$ cat src/rtl/mem_arb.sv
// -----------------------------------------------------------------------------
// mem_arb
//   Shares one single-port SRAM between NCH memory masters (instruction fetch,
//   LSU, debug/DMA). It grants one request per cycle, using either round-robin
//   or fixed priority. A read-tag pipeline follows each read through the SRAM
//   latency so that the returning data is flagged for the channel that issued
//   the read.
//
// Parameters
//   NCH     number of request channels (2..8)
//   AW      address width
//   DW      data width (multiple of 8); strobe width SW = DW/8
//   RD_LAT  SRAM read latency in cycles (1..4)
//   MODE    0 = round-robin, 1 = fixed priority (channel 0 highest)
//
// Ports
//   clk      in   1        clock
//   rst      in   1        synchronous reset, active-high
//   req_vld  in   NCH      channel c has a request this cycle
//   req_rdy  out  NCH      one-hot grant (combinational)
//   req_a    in   NCH*AW   per-channel address, channel c at [c*AW +: AW]
//   req_we   in   NCH*SW   per-channel byte write strobes
//   req_wd   in   NCH*DW   per-channel write data
//   req_re   in   NCH*SW   per-channel byte read strobes
//   rsp_vld  out  NCH      one-hot: rsp_rd carries read data for channel c
//   rsp_rd   out  DW       read data (shared bus, straight from mem_rd)
//   mem_a    out  AW       SRAM address
//   mem_we   out  SW       SRAM byte write enables
//   mem_wd   out  DW       SRAM write data
//   mem_re   out  SW       SRAM byte read enables
//   mem_rd   in   DW       SRAM read data, valid RD_LAT cycles after mem_re
// -----------------------------------------------------------------------------
module mem_arb #(
  parameter int NCH    = 2,
  parameter int AW     = 16,
  parameter int DW     = 32,
  parameter int RD_LAT = 1,
  parameter int MODE   = 0
) (
  input  logic                    clk,
  input  logic                    rst,
  input  logic [NCH-1:0]          req_vld,
  output logic [NCH-1:0]          req_rdy,
  input  logic [NCH*AW-1:0]       req_a,
  input  logic [NCH*(DW/8)-1:0]   req_we,
  input  logic [NCH*DW-1:0]       req_wd,
  input  logic [NCH*(DW/8)-1:0]   req_re,
  output logic [NCH-1:0]          rsp_vld,
  output logic [DW-1:0]           rsp_rd,
  output logic [AW-1:0]           mem_a,
  output logic [DW/8-1:0]         mem_we,
  output logic [DW-1:0]           mem_wd,
  output logic [DW/8-1:0]         mem_re,
  input  logic [DW-1:0]           mem_rd
);

  localparam int SW = DW / 8;
  localparam int PW = (NCH > 1) ? $clog2(NCH) : 1;

  // Channel id to one-hot channel vector.
  function automatic logic [NCH-1:0] onehot(input logic [PW-1:0] id);
    logic [NCH-1:0] v;
    v = '0;
    for (int c = 0; c < NCH; c++) begin
      if (id == PW'(c)) v[c] = 1'b1;
    end
    return v;
  endfunction

  // Round-robin start channel: the channel after the last one granted.
  logic [PW-1:0]  ptr;

  logic           gnt_any;
  logic [PW-1:0]  gnt_id;
  logic [NCH-1:0] gnt_oh;

  logic [SW-1:0]  sel_we;
  logic [SW-1:0]  sel_re;
  logic [AW-1:0]  sel_a;
  logic [DW-1:0]  sel_wd;
  logic           is_wr;
  logic           rd_acc;

  // Read-tag pipeline: valid is control (reset), channel id is data (not reset).
  logic [RD_LAT-1:0] tag_vld_p;
  logic [PW-1:0]     tag_id_p [RD_LAT];

  // ---------------------------------------------------------------------------
  // Grant (combinational). Only req_vld and ptr are looked at, so the strobes
  // can never close a combinational loop back onto req_rdy.
  // ---------------------------------------------------------------------------
  always_comb begin
    logic [PW:0] idx;
    gnt_any = 1'b0;
    gnt_id  = '0;
    idx     = '0;
    for (int k = 0; k < NCH; k++) begin
      // Walk the channels in priority order; in round-robin mode the walk
      // starts at ptr and wraps from NCH-1 back to 0.
      if (MODE == 0) idx = {1'b0, ptr} + (PW+1)'(k);
      else           idx = (PW+1)'(k);
      if (idx >= (PW+1)'(NCH)) idx = idx - (PW+1)'(NCH);
      if (!gnt_any && req_vld[idx[PW-1:0]]) begin
        gnt_any = 1'b1;
        gnt_id  = idx[PW-1:0];
      end
    end
  end

  assign gnt_oh  = gnt_any ? onehot(gnt_id) : '0;
  assign req_rdy = gnt_oh;

  // ---------------------------------------------------------------------------
  // Memory drive (combinational from the granted channel). With no grant,
  // gnt_id sits at 0, so address and write data show channel 0, and both
  // enables are held low.
  // ---------------------------------------------------------------------------
  assign sel_we = req_we[gnt_id*SW +: SW];
  assign sel_re = req_re[gnt_id*SW +: SW];
  assign sel_a  = req_a [gnt_id*AW +: AW];
  assign sel_wd = req_wd[gnt_id*DW +: DW];

  // Any write strobe makes the access a write; its read strobes are dropped.
  assign is_wr  = |sel_we;
  assign rd_acc = gnt_any && !is_wr && (|sel_re);

  assign mem_a  = sel_a;
  assign mem_wd = sel_wd;
  assign mem_we = gnt_any ? sel_we : '0;
  assign mem_re = (gnt_any && !is_wr) ? sel_re : '0;

  // ---------------------------------------------------------------------------
  // Round-robin pointer. Every accepted request advances it, including nops.
  // In fixed-priority mode it is kept up to date but never looked at.
  // ---------------------------------------------------------------------------
  always_ff @(posedge clk) begin
    if (rst) begin
      ptr <= '0;
    end else if (gnt_any) begin
      ptr <= (gnt_id == PW'(NCH-1)) ? '0 : gnt_id + 1'b1;
    end
  end

  // ---------------------------------------------------------------------------
  // Stage 0 .. RD_LAT-1: read tags. The pipeline shifts every cycle, in step
  // with the SRAM's fixed latency, so it needs no stall.
  // ---------------------------------------------------------------------------
  always_ff @(posedge clk) begin
    if (rst) begin
      tag_vld_p <= '0;
    end else begin
      tag_vld_p[0] <= rd_acc;
      for (int s = 1; s < RD_LAT; s++) begin
        tag_vld_p[s] <= tag_vld_p[s-1];
      end
    end
  end

  always_ff @(posedge clk) begin
    tag_id_p[0] <= gnt_id;
    for (int s = 1; s < RD_LAT; s++) begin
      tag_id_p[s] <= tag_id_p[s-1];
    end
  end

  // ---------------------------------------------------------------------------
  // Response: the last tag stage lines up with mem_rd. The read data itself
  // passes through unregistered.
  // ---------------------------------------------------------------------------
  assign rsp_vld = tag_vld_p[RD_LAT-1] ? onehot(tag_id_p[RD_LAT-1]) : '0;
  assign rsp_rd  = mem_rd;

endmodule

$ cat config.mk
export PLATFORM = sky130hd
export DESIGN_NAME = mem_arb
export DESIGN_NICKNAME = d
export VERILOG_FILES = /design/src/rtl/mem_arb.sv
export SDC_FILE = /design/constraint.sdc
export NUM_CORES = 1
export LEC_CHECK = 0
export ABC_AREA = 1
export BUFFER_PORTS_ARGS = -buffer_cell sky130_fd_sc_hd__buf_2
export CAP_MARGIN = 20
export CORE_AREA = 2 2 92 94
export DETAILED_ROUTE_END_ITERATION = 10
export DIE_AREA = 0 0 94 96
export PLACE_DENSITY = 0.59
export SYNTH_ARGS = -nofsm -noshare
export SYNTH_HDL_FRONTEND = slang
export SYNTH_SLANG_ARGS = --single-unit
$ cat constraint.sdc
create_clock -name clk -period 3.3 [get_ports clk]
set_clock_uncertainty 0.15 [all_clocks]
set_input_delay 0.66 -clock clk [delete_from_list [all_inputs] [get_ports clk]]
set_output_delay 0.66 -clock clk [all_outputs]
set_load 0.02 [all_outputs]
==> qor.yml <==
drt:
  first_pass_iters: 4
  antenna_left: 0
  wirelength_um: 5230
  drtIter0Drc: 60
  vias: 1907
  drc: 0
  via_per_inst: 3.87
  drt-wirelength-per-cell_um: 10.6
clock_tree:
  cts.sinks: 3
  cts_hold_buffers: 0
  cts_buffers: 3
  clock-root-buffer: "clkbuf_8"
  clk_pin_slew_ps: 30
  cts_buffer_depth: 2
  post_cts_buffers: 0
  clk_latency_ps: 210
  cts_resized: 0
  htreeDepth: 1
  tritoncts: "built"
power:
  cellPowerDensity_nw_per_um2: 244
  p_leak_uw: 0.00138
  power.total_uw: 479
  vdd_drop_max_mv: 0.0950
placement:
  dp_hpwl_um: 4560
  place_congestion: 0.751
  place.port_buffers: 175
  placed_cell_area_um2: 1920
  post-place-cells: 489
min_path:
  hold_path_class: "flop to flop"
layout:
  drive_gt1_frac: 0.495
  final_net_count: 537
  stdcell_count: 493
  design_area_um2: 1970
  antenna-diode-count: 0
  syn2layout_area_growth_pct: 66.6
yosys:
  yosysUniqueCellTypes: 16
  syn_nets: 397
  ys_seq_area_frac: 0.0508
  syn_area_um2: 1180
  yosysTopAreaCellShare: 0.508
  ys_ff_latch: 3
  synth_area_leaders: "nand2_1 (51%), buf_4 (22%), dfxtp_1 (5.1%), nor2_1 (3.8%), nand3_1 (3.0%)"
  synth.avg_cell_area_um2: 4.74
  yosysWarnings: 0
  yosysTopAreaCell: "nand2_1"
  synth_cells: 249
floorplan:
  die_y_um: 96
  die_x_um: 94
  num_rows: 33
  dieArea_um2: 9020
  start_util: 0.147
  core_area_um2: 8050
  pin_count: 240
timing:
  fin_crit_sh: 0.834
  slew_viol_final: 0
  rsz0062_at_grt: "no"
  tns_ps: 0
  worst_pin_slew_ps: 450
  slew_headroom: 0.699
  max_freq_mhz: 363
  layout_min_cycle_time_ps: 2750
  hold_violations: 0
  setup_viol: 0
  whs_ps: 358
worst_setup_path:
  cp-start-kind: "input port"
  crit_required_ps: 2490
  cp_data_arrival_time_ps: 1940
  crit_fanout: 28
  end_kind: "primary output"
  criticalPathCategory: "input port to primary output"
global_route:
  grt_overflow: 0
  grtUsageTotal: 0.101
  grt_pass1_wl_um: 7070
  grt_pass1_vias: 1621
  grt_start_max_net_pins: 29
  antenna_found_initial: 1
run:
  cap_violations: 0
outcome:
  status: "finished, final reports clean"
-- worst max-delay path: stages --
cell     delay (ps)
buf_2           120
nand2_4         110
nand2_4         210
inv_2           290
buf_4           250
nand2_1          80
nand2_1          50
buf_2           150
-- area by class of cell --
cell class | count | area [µm²]
fillers | 956 | 6080
multi-input cells | 191 | 772
clock buffers | 4 | 45.0
repair buffers | 179 | 918
flip-flops and latches | 3 | 60.1
well taps | 105 | 131
inverters | 11 | 41.3
-- power by group --
part	switching (µW)	internal, µW	total, µW
registers	1.18	38.8	39.9
clock network	22.8	82.3	105
logic	202	133	334
-- cells in the mapped netlist (all sizes together) --
| cell type | instances |
|---|---|
| nand2 | 164 |
| buf | 41 |
| nor2 | 14 |
| inv | 11 |
| nand3 | 8 |
| a21oi | 4 |
| clkbuf | 3 |
| dfxtp | 3 |
| o21ai | 1 |
-- sequential cells by signal, indices dropped and copies added (netlist names) --
signal,count
ptr,1
tag_id_p,1
tag_vld_p,1
-- kinds of logic after synthesis --
family                 after synthesis  synth area share
buffers and inverters               55             0.296
and+or+nand+nor                    186             0.629
AOI/OAI and AO/OA                    5            0.0244
DFF                                  3            0.0508
-- stage by stage --
step	setup slack [ps]	util
CTS	508	0.244
floorplan	925	-
detailed placement	515	0.239
finish	548	0.244
global placement	548	0.239
global route	396	0.244
-- per-layer routing --
| metal | routed length, µm | track usage |
|---|---|---|
| met5 | 0 | 0 |
| met4 | 220 | 0.0495 |
| met3 | 625 | 0.0329 |
| met2 | 2680 | 0.199 |
| met1 | 1710 | 0.0915 |
-- cells in the final DEF (no fill, tap or decap), drive strengths merged --
master | netlist | routed
clkbuf | 3 | 4
nand2 | 164 | 164
o21ai | 1 | 1
nand3 | 8 | 8
a21oi | 4 | 4
dfxtp | 3 | 3
nor2 | 14 | 14
buf | 41 | 179
inv | 11 | 11
-- final timing paths --
check                           depth (start not counted)         to       start  slack (ps)
worst min register to register                          2        ptr         ptr         360
worst max-delay path                                    8  mem_wd[0]  req_vld[0]         550
worst max register to register                          8        ptr         ptr        1630
worst min-delay path                                    2        ptr         ptr         360
No activity file was read; power rests on OpenSTA's default activity.
